--- config.mk ---
export PLATFORM = sky130hd
export DESIGN_NAME = ecp5pll_phase_ctl
export DESIGN_NICKNAME = d
export VERILOG_FILES = /design/src/rtl/ecp5pll_phase_ctl.sv
export SDC_FILE = /design/constraint.sdc
export NUM_CORES = 1
export LEC_CHECK = 0
export CAP_MARGIN = 20
export CORE_MARGIN = 2
export CORE_UTILIZATION = 58
export DETAILED_ROUTE_END_ITERATION = 8
export DONT_BUFFER_PORTS = 1
export PLACE_DENSITY = 0.75
export SETUP_SLACK_MARGIN = 0.3
export SLEW_MARGIN = 0
export SYNTH_ARGS = -nofsm -noshare
export SYNTH_HDL_FRONTEND = slang
export SYNTH_SLANG_ARGS = --single-unit
--- constraint.sdc ---
create_clock -name clk_i -period 4.42 [get_ports clk_i]
set_input_delay 1.326 -clock clk_i [delete_from_list [all_inputs] [get_ports clk_i]]
set_output_delay 1.326 -clock clk_i [all_outputs]
set_load 0.005 [all_outputs]
--- src/rtl/ecp5pll_phase_ctl.sv ---
// Timed phase-step sequencer for the ECP5 PLL dynamic phase port; accept->DONE = 1+S+N(P+H)+(N-1)G+L(P+H) cycles.
// Requests are held off (req_ready=0) while busy or unlocked; optional position tracking via `ECP5PLL_PHASE_CTL_POS_TRACK_EN.
module ecp5pll_phase_ctl #(
  parameter int SETUP_CYC = 2,
  parameter int PULSE_CYC = 4,
  parameter int HOLD_CYC  = 2,
  parameter int GAP_CYC   = 4,
  parameter int COUNT_W   = 8,
  parameter int POS_W     = 10
) (
  input  logic                 clk_i,
  input  logic                 reset_n,
  input  logic                 req_valid,
  output logic                 req_ready,
  input  logic [1:0]           req_sel,
  input  logic                 req_dir,
  input  logic [COUNT_W-1:0]   req_count,
  input  logic                 req_load,
  output logic                 busy,
  output logic                 done,
  output logic                 err,
  input  logic                 pll_locked,
  output logic [1:0]           phasesel,
  output logic                 phasedir,
  output logic                 phasestep,
  output logic                 phaseloadreg,
  output logic [4*POS_W-1:0]   pos_o
);

  localparam int MAX_SP  = (SETUP_CYC > PULSE_CYC) ? SETUP_CYC : PULSE_CYC;
  localparam int MAX_HG  = (HOLD_CYC > GAP_CYC) ? HOLD_CYC : GAP_CYC;
  localparam int MAX_CYC = (MAX_SP > MAX_HG) ? MAX_SP : MAX_HG;
  localparam int TW      = $clog2(MAX_CYC) + 1;

  typedef enum logic [2:0] {
    IDLE, SETUP, STEP, HOLD, GAP, LOAD, LHOLD, DONE
  } state_t;

  state_t               state_q, state_d;
  logic [TW-1:0]        tmr_q, tmr_d;
  logic [COUNT_W-1:0]   cnt_q, cnt_d;
  logic                 load_q, load_d;
  logic                 abort_q, abort_d;
  logic [1:0]           sel_q, sel_d;
  logic                 dir_q, dir_d;
  logic                 step_q, step_d;
  logic                 ldreg_q, ldreg_d;
  logic                 busy_q, busy_d;
  logic                 done_q, done_d;
  logic                 err_q, err_d;

  logic accept, tmr_done, step_exit, abort_now;

  assign req_ready = (state_q == IDLE) && pll_locked && reset_n;
  assign accept    = req_valid && req_ready;
  assign tmr_done  = (tmr_q == '0);
  assign step_exit = (state_q == STEP) && tmr_done;
  // Lock loss seen now or earlier in this pulse/hold both end the sequence after the hold.
  assign abort_now = abort_q || !pll_locked;

  function automatic logic [TW-1:0] dur(state_t s);
    case (s)
      SETUP:       dur = TW'(SETUP_CYC - 1);
      STEP, LOAD:  dur = TW'(PULSE_CYC - 1);
      HOLD, LHOLD: dur = TW'(HOLD_CYC - 1);
      GAP:         dur = TW'(GAP_CYC - 1);
      default:     dur = '0;
    endcase
  endfunction

  always_ff @(posedge clk_i) begin
    if (!reset_n) state_q <= IDLE;
    else          state_q <= state_d;
  end

  always_comb begin
    state_d = state_q;
    case (state_q)
      IDLE:  if (accept) state_d = (req_count == '0 && !req_load) ? DONE : SETUP;
      SETUP: if (!pll_locked)  state_d = IDLE;
             else if (tmr_done) state_d = (cnt_q != '0) ? STEP : LOAD;
      STEP:  if (tmr_done) state_d = HOLD;
      HOLD:  if (tmr_done) begin
               if (abort_now)          state_d = IDLE;
               else if (cnt_q != '0)   state_d = GAP;
               else if (load_q)        state_d = LOAD;
               else                    state_d = DONE;
             end
      GAP:   if (!pll_locked)  state_d = IDLE;
             else if (tmr_done) state_d = STEP;
      LOAD:  if (tmr_done) state_d = LHOLD;
      LHOLD: if (tmr_done) state_d = abort_now ? IDLE : DONE;
      DONE:  state_d = IDLE;
      default: state_d = IDLE;
    endcase
  end

  always_comb begin
    tmr_d   = (state_d != state_q) ? dur(state_d) : tmr_q - TW'(1);
    cnt_d   = cnt_q;
    load_d  = load_q;
    abort_d = abort_q;
    sel_d   = sel_q;
    dir_d   = dir_q;
    err_d   = err_q;
    if (accept) begin
      cnt_d   = req_count;
      load_d  = req_load;
      abort_d = 1'b0;
      sel_d   = req_sel;
      dir_d   = req_dir;
      err_d   = 1'b0;
    end else begin
      if (step_exit) cnt_d = cnt_q - COUNT_W'(1);
      if (!pll_locked && (state_q == STEP || state_q == HOLD ||
                          state_q == LOAD || state_q == LHOLD))
        abort_d = 1'b1;
      if (state_q != IDLE && state_q != DONE && state_d == IDLE)
        err_d = 1'b1;
    end
    step_d  = (state_d == STEP);
    ldreg_d = (state_d == LOAD);
    busy_d  = (state_d != IDLE);
    done_d  = (state_d == DONE);
  end

  always_ff @(posedge clk_i) begin
    if (!reset_n) begin
      tmr_q   <= '0;
      cnt_q   <= '0;
      load_q  <= 1'b0;
      abort_q <= 1'b0;
      sel_q   <= '0;
      dir_q   <= 1'b0;
      step_q  <= 1'b0;
      ldreg_q <= 1'b0;
      busy_q  <= 1'b0;
      done_q  <= 1'b0;
      err_q   <= 1'b0;
    end else begin
      tmr_q   <= tmr_d;
      cnt_q   <= cnt_d;
      load_q  <= load_d;
      abort_q <= abort_d;
      sel_q   <= sel_d;
      dir_q   <= dir_d;
      step_q  <= step_d;
      ldreg_q <= ldreg_d;
      busy_q  <= busy_d;
      done_q  <= done_d;
      err_q   <= err_d;
    end
  end

  assign phasesel     = sel_q;
  assign phasedir     = dir_q;
  assign phasestep    = step_q;
  assign phaseloadreg = ldreg_q;
  assign busy         = busy_q;
  assign done         = done_q;
  assign err          = err_q;

`ifdef ECP5PLL_PHASE_CTL_POS_TRACK_EN
  logic [3:0][POS_W-1:0] pos_q, pos_d;

  always_comb begin
    pos_d = pos_q;
    if (step_exit)
      pos_d[sel_q] = dir_q ? pos_q[sel_q] - POS_W'(1) : pos_q[sel_q] + POS_W'(1);
  end

  always_ff @(posedge clk_i) begin
    if (!reset_n) pos_q <= '0;
    else          pos_q <= pos_d;
  end

  assign pos_o = pos_q;
`else
  assign pos_o = '0;
`endif

endmodule

-- Word level (Yosys, flattened, before mapping)
Cells that the tools add are included.
- register bits after elaboration: 24
- bits of input ports: 16
- output and inout bits: 49
- logic and storage cells: 76
- add/subtract/negate cells: 2
- eq/ne operators: 16
- mux-type cells: 20
- bitwise logic cells: 1
- reduce and logical (&&, ||, !) cells: 25
- operator list (cell ; count):
    $mux 3 ; 14
    $eq 3x3->1 const B ; 8
    $pmux 3 s8 ; 1
    $mux 8 ; 2
    $eq 3x2->1 const B ; 4
    $logic_not 3->1 ; 3
    $logic_and 1x1->1 ; 8
    $logic_not 8->1 ; 1
    $reduce_bool 8->1 ; 1
    $sub 8x1->8 const B ; 1
    $eq 3x1->1 const B ; 2
    $reduce_bool 3->1 ; 2
    $reduce_or 3->1 ; 2
    $logic_or 1x1->1 ; 4
    $mux 2 ; 2
    $pmux 2 s2 ; 1
    $ne 3x3->1 ; 1
    $ne 3x3->1 const B ; 1
    $sub 3x1->3 const B ; 1
    $logic_not 1->1 ; 2
    $reduce_bool 2->1 ; 1
    $reduce_or 2->1 ; 1
    $not 1->1 ; 1

-- Logic depth before layout (Yosys ltp)
Gate-level depths: netlist of the first run.
- word-level depth: 10
- depth in mapped cells: 10
- depth with buffers taken out: 9

-- Worst setup path before layout of the first run
OpenSTA, ideal clock, no wires.
- kind: input -> output
- start point: input port reset_n
- end point: output port req_ready
- data arrival time: 1.722 ns
- required time: 3.094 ns
- path slack: 1.372 ns
- cell stages on the path: 3
- path buffers: 1
- cells stage by stage: clkbuf_2 > nand2_1 > nor3_1
- cells in the longest elaborated chain, start to end: 1
- RTL lines (element ; RTL line ; text):
    start: declaration ; 12 ; input logic reset_n,
    $logic_and 1x1->1 ; 54 ; assign req_ready = (state_q == IDLE) && pll_locked && reset_n;
    end: declaration ; 14 ; output logic req_ready,
Every way passes these cells.

-- Final worst setup path of the first run
Ends and elaborated chain as after synthesis.

==> metrics.txt, run 1 <==
final RePlAce weighted congestion=~0.84; final WL=around 3300 um; status=complete, no violations; Layout Cells excl Fill=250; number of clock sinks=24; hold path depth=2; Lkg Pwr=roughly 0.7 nW; Sum Neg Setup Slack=0 ns; path category of the worst min-delay check=register to register; Worst slew margin=between 50 and 60%; Worst Hold Launch=load_q$_SDFFE_PN0P_; Detail Route Antenna Nets=0; EDFF count, synth=0; vias=between 1000 and 1500; Worst path max stage delay=about 0.24 ns; area leader, netlist=dfxtp_1; Die H=around 60 um; Core Util, Final=around three fifths; CTS tree=built; H-tree Lvls=1; Pre-antenna DRT Iters=4; VDD IR max=between 0.15 and 0.2 mV; Yosys cell types=53; CTS Buf Count=3; asr flop ratio synth=0%; DRC violation count after routing=0; Power Density=308 nW/um2; first-pass GRT wire length=around 5300 um; Setup WS post-layout=~1.5 ns; layout cell share with drive strength beyond 1=~9%; top-area cell type share of the netlist area=a little over a quarter; Slowest-stage cell, CP=nor3_1; largest net degree at the start of global routing=19; Crit Path Class=input port to output pin; sequential element share of the synthesized area=27.3%; GRT Total Usage=around a fifth; Tot Pwr=approximately 0.51 mW; WP data arrival=1.63 ns; Final Setup Violations=0; initial antenna violation count=0; Cells after DPL=between 200 and 250; DR vias/cell=approximately 5.5; clk slew on worst S/H paths=between 0.1 and 0.15 ns; Worst setup EP type=output pin; # rows=19; fin. max-slew vios=0; Crit path required time=3.09 ns; Final period util=roughly 67%; Area growth syn-to-layout=-6.39%; Ports=65; post-layout minimum cycle time=2.96 ns; core area=2830 um2; Post-Syn Instances=around 220; die width=between 50 and 60 um; Routed WL per cell=about 13 um; post-synthesis cell area=about 1800 um2; initial drt markers=between 50 and 60; CP Max Fanout=8; startpoint types=input port; top post-synthesis cells by area=dfxtp_1, buf_4, a21oi_1; clk buf depth=2; Reg2Reg Capture Point=tmr_q[0]$_SDFF_PN0_; # diodes=0; CP bufs+invs=0; root buf cell=clkbuf_4; Setup Buffers After CTS=0; Most used DFF post-synth=dfxtp_1; crit path cell chain=nand2_1, nor3_1; syn_area_per_cell=a little under 8 um2; Synth top cells by count=buf_4, dfxtp_1, nand2_1; nets@finish=around 240; r2r setup slk=1.85 ns; Skew-Pair Late Insertion Delay=roughly 0.32 ns; worst r2r src=tmr_q[0]$_SDFF_PN0_; Setup WS pre-CTS=about 1.4 ns; die area=~3500 um2; count leader, synth=buf_4; Synth warnings=0; Max Cap Violations=0; number of synthesized register bits=24; vias in the first global route=1196; Top Family by Delay on Critical Path=simple AND/OR/NAND/NOR gates; HPWL after DPL=between 2000 and 2500 um; RSZ-0062 raised after global routing=no; Initial Utilization=between 60% and 70%; max frequency=about 0.34 GHz; worst-margin pin slew=about 0.65 ns; worst r2r path cells=9; Final Hold Fails=0; IO Port Bufs=0; hold_buf cts=0; Hold Path End=load_q$_SDFFE_PN0P_; PostCTS Resize Cnt=0; grt ovf=0; Final Skew=roughly 0.0047 ns
==> through the flow <==
stage	instance area, um2	hold WS [ns]
after floorplan	1910	0.432
after detailed placement	1610	0.459
after CTS	1650	0.477
final	1650	0.472
after global placement	1610	0.456
after global routing	1650	0.511
==> flip-flops by register name, indices dropped and copies added, names as in the netlist <==
register	count
done	1
phasedir	1
phasestep	1
tmr_q	3
load_q	1
phaseloadreg	1
phasesel	2
abort_q	1
state_q	3
cnt_q	8
busy	1
err	1
==> power by group <==
group	leakage, nW	switching (mW)	total (mW)	internal [mW]
registers	0.195	0.0158	0.250	0.234
clock network	0.0210	0.0671	0.118	0.0504
logic	0.484	0.0870	0.141	0.0544
==> cells by family (layout without fill, tap and decap cells) <==
family          Yosys count  count (layout)  share of synthesized area [%]
fa+ha+maj                 3               3                           2.13
simple gates             89              89                           28.3
other cells               1              40                          0.213
flops                    24              24                           27.3
xor+xnor                  2               2                          0.994
mux                       1               1                          0.639
compound gates           47              47                           19.0
buf+inv                  57              13                           21.4
==> routing by layer <==
layer	routed length, um	vias up	part of all wire, %	GRT usage, %
li1	-	683	-	-
met1	1660	628	50	29.9
met2	1420	56	43	27.5
met3	209	4	6.3	4.37
met4	34	0	1.0	5.52
met5	0	-	0	0
==> tightest hold or removal path, stage by stage (launching register included) <==
cell and delay [ns]:
dfxtp_1 0.34, nand2_1 0.05, a21oi_1 0.05
==> how the worst max path moves through the flow <==
stage                     depth (start not counted)                  end    start  slack [ns]
after floorplan                                   3            req_ready  reset_n        1.37
after global placement                            7  tmr_q[0]$_SDFF_PN0_  reset_n        1.40
after detailed placement                          7  tmr_q[0]$_SDFF_PN0_  reset_n        1.36
after CTS                                         2            req_ready  reset_n        1.46
after global routing                              2            req_ready  reset_n        1.41
final                                             2            req_ready  reset_n        1.46
==> cells in the final DEF (no fill, tap or decap), types with 2 or more instances in the layout <==
master / n
a22oi_1: 3
or2_4: 2
nor3b_1: 2
nor3_1: 9
nor3b_2: 2
o21ai_0: 7
xor2_1: 2
nor2b_1: 6
nand4_1: 2
or2_2: 2
nor4_1: 3
dfxtp_1: 24
nand2_1: 23
ha_1: 3
conb_1: 40
nor2_1: 20
a21oi_1: 20
clkbuf_4: 3
a32oi_1: 3
nand3_1: 3
and3b_1: 3
inv_1: 8
==> layout make-up <==
type / count / area, um2
flip-flops and latches: 24 / 480
fillers: 262 / 1180
well taps: 31 / 38.8
inverters: 8 / 30.0
repair buffers: 1 / 7.51
multi-input cells: 182 / 1060
clock buffers: 4 / 36.3
No activity file was read; power rests on OpenSTA's default activity.
==> run 2, diff against run 1 <==
--- a/config.mk
+++ b/config.mk
@@ -7,10 +7,10 @@
 export LEC_CHECK = 0
 export CAP_MARGIN = 20
 export CORE_MARGIN = 2
-export CORE_UTILIZATION = 58
+export CORE_UTILIZATION = 57
 export DETAILED_ROUTE_END_ITERATION = 8
 export DONT_BUFFER_PORTS = 1
-export PLACE_DENSITY = 0.75
+export PLACE_DENSITY = 0.76
 export SETUP_SLACK_MARGIN = 0.3
 export SLEW_MARGIN = 0
 export SYNTH_ARGS = -nofsm -noshare
==> constraint.sdc (replaced) <==
create_clock -name clk_i -period 2.51 [get_ports clk_i]
set_input_delay 0.753 -clock clk_i [delete_from_list [all_inputs] [get_ports clk_i]]
set_output_delay 0.753 -clock clk_i [all_outputs]
set_load 0.005 [all_outputs]
==> run 2 against run 1 <==
Global-route usage shrank 0.18 points; via count increased by 5.3%; sequential share of layout area down 2.3 points; die area rose by 1.6%; critical path type is now register to register; power up 110%; setup slack worse by 1.1 ns; first-iteration DRC count decreased by 13%; critical endpoint is now tmr_q[1]$_SDFF_PN0_; flip-flop and latch count is the same.
==> metrics.txt, run 2 (same netlist as run 1, synthesis figures left out) <==
Final period util=86.5%; Core Util, Final=60.7% (+2.4 points); Sw Pwr=0.327 mW (+92%); grt ovf=0 (unchanged); Tot Pwr=1.05 mW (+110%); GRT Total Usage=19.4% (-0.18 points); startpoint types=register; largest register by flop count=cnt_q; # fillers=273 (+4.2%); root buf cell=clkbuf_4; DRC violation count after routing=0 (unchanged); CP Max Fanout=5 (-3); Skew-Pair Late Insertion Delay=0.32 ns (about the same); Initial Utilization=58.7% (-3.6 points); VDD IR max=0.468 mV (+160%); RSZ-0062 raised after global routing=yes; Power Density=577 nW/um2 (+87%); die width=59.6 um (+0.82%); Max Cap Violations=0 (unchanged); CTS tree=built; Worst setup EP type=register; HPWL after DPL=2610 um (+5.2%); r2r setup slk=0.34 ns (-1.51 ns); Ports=65 (unchanged); status=complete, no violations; IO Port Bufs=0 (unchanged); Final Setup Violations=0 (unchanged); commonest non-fill, non-tap cell in the layout=conb_1; nets@finish=250 (+4.6%); path category of the worst min-delay check=register to register; Sum Neg Setup Slack=0 ns (unchanged); clk slew on worst S/H paths=0.15 ns (+0.02 ns); DR vias/cell=5.49 (about the same); Routed WL per cell=13.7 um (+2.7%); fin. max-slew vios=0 (unchanged); Detail Route Antenna Nets=0 (unchanged); first-pass GRT wire length=5330 um (+0.38%); sequential share of power=42.4% (-6.7 points); Crit Path Class=register to register; final RePlAce weighted congestion=0.832 (-1.3%); Die H=59.6 um (+0.82%); internal power=0.723 mW (+110%); Largest regs=cnt_q (8), state_q (3), tmr_q (3); Crit path required time=2.72 ns (-0.37 ns); hold_buf cts=0 (unchanged); number of clock sinks=24 (unchanged); clk buf depth=2 (unchanged); max frequency=~0.46 GHz; # rows=20 (+1); Final Skew=0.0151 ns (+0.0104 ns); vias in the first global route=1185 (-0.92%); largest net degree at the start of global routing=19 (unchanged); core area=3000 um2 (+6.1%); Lkg Pwr=0.783 nW (+12%); commonest non-fill, non-tap cells in the layout=conb_1, nand2_1, dfxtp_1, nor2_1, a21oi_1; # diodes=0 (unchanged); die area=3550 um2 (+1.6%); initial drt markers=49 (-13%); vias=1443 (+5.3%); layout cell share with drive strength beyond 1=17.8% (+8.7 points); sw frac=31.2% (-2.3 points); clock network power share=27.1% (+4.0 points); hold path depth=2 (unchanged); post-layout minimum cycle time=~2.2 ns; H-tree Lvls=1 (unchanged); initial antenna violation count=0 (unchanged); Final Hold Fails=0 (unchanged); worst r2r path cells=6 (-3); Pre-antenna DRT Iters=4 (unchanged); max reg flops=8 (unchanged); WP data arrival=2.38 ns (+0.75 ns); final WL=3590 um (+8.0%); Logic pwr share=30.6% (+2.8 points); CTS Buf Count=3 (unchanged); Area growth syn-to-layout=3.41%
-- run 2: power groups by stage --
stage                     combinational (mW)  sequential [mW]  clock [mW]
after floorplan                        0.267            0.437           0
after global placement                 0.275            0.443           0
after detailed placement               0.277            0.445           0
after CTS                              0.280            0.437       0.284
after global routing                   0.359            0.448       0.299
final                                  0.321            0.445       0.285
-- run 2: per-stage QoR --
| step | hold WS [ns] | setup slack, ns | cell area [um2] | std cells |
|---|---|---|---|---|
| floorplan | 0.432 | 0.128 | 1940 | 263 |
| global placement | 0.442 | 0.202 | 1700 | 258 |
| detailed placement | 0.448 | 0.170 | 1700 | 258 |
| CTS | 0.467 | 0.303 | 1750 | 262 |
| global route | 0.501 | 0.252 | 1820 | 263 |
| finish | 0.468 | 0.339 | 1820 | 263 |
-- run 2: path summary, 6_finish.rpt --
| check | start | to |
|---|---|---|
| hold / removal | load_q$_SDFFE_PN0P_ | load_q$_SDFFE_PN0P_ |
| setup / recovery | state_q[0]$_SDFF_PN0_ | tmr_q[1]$_SDFF_PN0_ |
| hold reg to reg | load_q$_SDFFE_PN0P_ | load_q$_SDFFE_PN0P_ |
| setup reg to reg | state_q[0]$_SDFF_PN0_ | tmr_q[1]$_SDFF_PN0_ |
-- run 2: repair_timing --
action,in CTS,in global routing
pin swaps,1,9
setup endpoints to repair,4,6
cloned,0,0
hold endpoints to repair,0,0
resized for setup,2,14
buffers inserted,0,1
-- run 2: area by class of cell --
cell class / count / area, um2 / area share (%)
multi-input cells: 182 / 1110 / 61.2
flip-flops and latches: 24 / 489 / 26.9
repair buffers: 12 / 93.8 / 5.15
well taps: 33 / 41.3 / 2.27
clock inverters: 1 / 30.0 / 1.65
inverters: 8 / 30.0 / 1.65
clock buffers: 3 / 22.5 / 1.24
-- run 2: worst max-delay path, cell delays in order (launching register included) --
cell,delay (ns)
dfxtp_4,0.39
or2_4,0.25
or4b_4,0.53
or2_4,0.28
a31oi_4,0.21
nor4b_4,0.08
o311a_1,0.34
-- run 2: routing by layer --
layer  GRT usage, %  vias up  part of all wire [%]
met5              0        -                     0
met4           4.76        0                  0.58
met3           3.49        2                   6.3
met2           31.2       56                    48
met1           27.1      675                    45
li1               -      710                     -
==> run 3, diff against run 2 <==
--- a/config.mk
+++ b/config.mk
@@ -7,10 +7,10 @@
 export LEC_CHECK = 0
 export CAP_MARGIN = 20
 export CORE_MARGIN = 2
-export CORE_UTILIZATION = 57
+export CORE_UTILIZATION = 58
 export DETAILED_ROUTE_END_ITERATION = 8
 export DONT_BUFFER_PORTS = 1
-export PLACE_DENSITY = 0.76
+export PLACE_DENSITY = 0.75
 export SETUP_SLACK_MARGIN = 0.3
 export SLEW_MARGIN = 0
 export SYNTH_ARGS = -nofsm -noshare
==> constraint.sdc (replaced) <==
create_clock -name clk_i -period 2.1 [get_ports clk_i]
set_input_delay 0.63 -clock clk_i [delete_from_list [all_inputs] [get_ports clk_i]]
set_output_delay 0.63 -clock clk_i [all_outputs]
set_load 0.005 [all_outputs]
==> run 3 against run 2 <==
The flow now finishes with violations (negative setup slack); power grew 45%; worst hold slack lost 0.046 ns; critical path depth grew 1; via count grew 13%; wire length grew 29%; non-clock buffer count grew 25; register-to-register slack lost 0.49 ns; global-route usage grew 5.2 points; clock skew shrank 0.00052 ns; critical path type unchanged.
==> metrics.txt, run 3 (same netlist as run 1, synthesis figures left out) <==
# rows=19 (-5.0%); vias=1626 (+13%); largest net degree at the start of global routing=16 (-3); Skew-Pair Late Insertion Delay=0.32 ns (about the same); Initial Utilization=62.3% (+3.6 points); final RePlAce weighted congestion=0.819 (-1.6%); Setup WS post-layout=-0.151 ns (-0.490 ns); VDD IR max=0.744 mV (+59%); Setup WS pre-CTS=-0.113 ns (-0.282 ns); H-tree Lvls=1 (unchanged); Final Setup Violations=4 (+4); Sum Neg Setup Slack=-0.223 ns (-0.223 ns); Pre-antenna DRT Iters=4 (unchanged); commonest non-fill, non-tap cells in the layout=conb_1, buf_4, dfxtp_1, nand2_1, a21oi_1; crit path cell chain=or2_4, or4b_4, or2_4, nand4_1, nor4b_4, and2_1, o21a_1; layout cell share with drive strength beyond 1=35.7% (+18 points); Worst path max stage delay=0.54 ns (about the same); # fillers=173 (-37%); first-pass GRT wire length=6530 um (+22%); Lkg Pwr=0.955 nW (+22%); status=finished, violations left; Die H=59.1 um (-0.81%); Tot Pwr=1.52 mW (+45%); Final period util=107% (+21 points); WHS=0.421 ns (-0.0463 ns); Final Skew=0.0145 ns (-0.000517 ns); fin. max-slew vios=0 (unchanged); Worst setup EP type=register; max frequency=0.444 GHz (-3.6%); clk buf depth=2 (unchanged); DR vias/cell=5.69 (+3.6%); Max Cap Violations=0 (unchanged); most frequent CP cell=or2_4; max reg flops=8 (unchanged); largest register by flop count=cnt_q; Slowest-stage cell, CP=or4b_4; DRC violation count after routing=0 (unchanged); root buf cell=clkbuf_4; WP data arrival=2.51 ns (+0.13 ns); die area=3490 um2 (-1.6%); Crit Path Class=register to register; Routed WL per cell=16.2 um (+18%); startpoint types=register; Largest regs=cnt_q (8), state_q (3), tmr_q (3); Final Hold Fails=0 (unchanged); Ports=65 (unchanged); Layout Cells excl Fill=286 (+8.7%); final WL=4620 um (+29%); violated checks=negative setup slack; Layout Cell Area excl Fill=2210 um2 (+21%); CTS tree=built; nets@finish=275 (+10%); number of clock sinks=24 (unchanged); # diodes=0 (unchanged); grt ovf=0 (unchanged); Core Util, Final=78.0% (+17 points); CP Max Fanout=5 (unchanged); Power Density=689 nW/um2 (+20%); commonest non-fill, non-tap cell in the layout=conb_1; placed inst area=1810 um2 (+6.3%); core area=2830 um2 (-5.8%); path category of the worst min-delay check=input port to register; Area growth syn-to-layout=25.2%; worst-margin pin slew=0.672 ns; initial antenna violation count=0 (unchanged); HPWL after DPL=2710 um (+3.6%); Crit path required time=2.36 ns (-0.36 ns); Cells after DPL=270 (+4.7%); Detail Route Antenna Nets=0 (unchanged); clk slew on worst S/H paths=0.15 ns (about the same); RSZ-0062 raised after global routing=yes; Worst slew margin=around 55%; die width=59.1 um (-0.81%); IO Port Bufs=0 (unchanged); initial drt markers=68 (+39%); GRT Total Usage=24.6% (+5.2 points); post-layout minimum cycle time=2.25 ns (+0.0804 ns); CTS Buf Count=3 (unchanged); vias in the first global route=1392 (+17%)
run 3: changes by cell type in the layout (fill, tap and decap cells not counted), moves of 3 or more:
cell,before,now
inv_2,1,5
o21ai_1,0,5
nor2_1,20,16
dfxtp_2,1,4
nand2_1,22,19
buf_4,11,25
inv_1,7,2
o21ai_0,7,2
buf_6,1,10
nor2_4,0,3
run 3: final cells by class:
type / count / area [um2] / share of cell area, %
Multi-Input combinational cell: 182 / 1260 / 56.9
Clock buffer: 3 / 22.5 / 1.02
Clock inverter: 1 / 30.0 / 1.36
Sequential cell: 24 / 485 / 22.0
Inverter: 8 / 37.5 / 1.70
Timing Repair Buffer: 37 / 335 / 15.2
Tap cell: 31 / 38.8 / 1.76
run 3: critical path, delay by kind of cell (launching register included):
family / cells / cell delay (ns)
AOI/OAI and AO/OA: 1 / 0.16
DFF: 1 / 0.35
and+or+nand+nor: 6 / 1.67
run 3: per-layer routing:
metal / up-vias / share of wire (%) / global-route usage [%]
li1: 756 / - / -
met5: - / 0 / 0
met4: 0 / 1.5 / 8.44
met3: 8 / 7.3 / 3.93
met1: 764 / 42 / 34.3
met2: 98 / 49 / 38.6
run 3: final timing paths:
kind / slack, ns / end / start / cells after the start
setup / recovery: -0.15 / tmr_q[0]$_SDFF_PN0_ / state_q[1]$_SDFF_PN0_ / 7
hold / removal: 0.42 / state_q[0]$_SDFF_PN0_ / reset_n / 2
setup reg to reg: -0.15 / tmr_q[0]$_SDFF_PN0_ / state_q[1]$_SDFF_PN0_ / 7
hold reg to reg: 0.48 / load_q$_SDFFE_PN0P_ / load_q$_SDFFE_PN0P_ / 2
run 3: repair_timing:
action / CTS / global route
buffers inserted: 8 / 4
setup endpoints to repair: 19 / 21
resized for setup: 32 / 37
pin swaps: 14 / 16
hold buffers: 0 / 0
run 3: power by group:
part | switching (mW) | internal [mW]
logic | 0.304 | 0.346
registers | 0.0369 | 0.494
clock network | 0.146 | 0.193
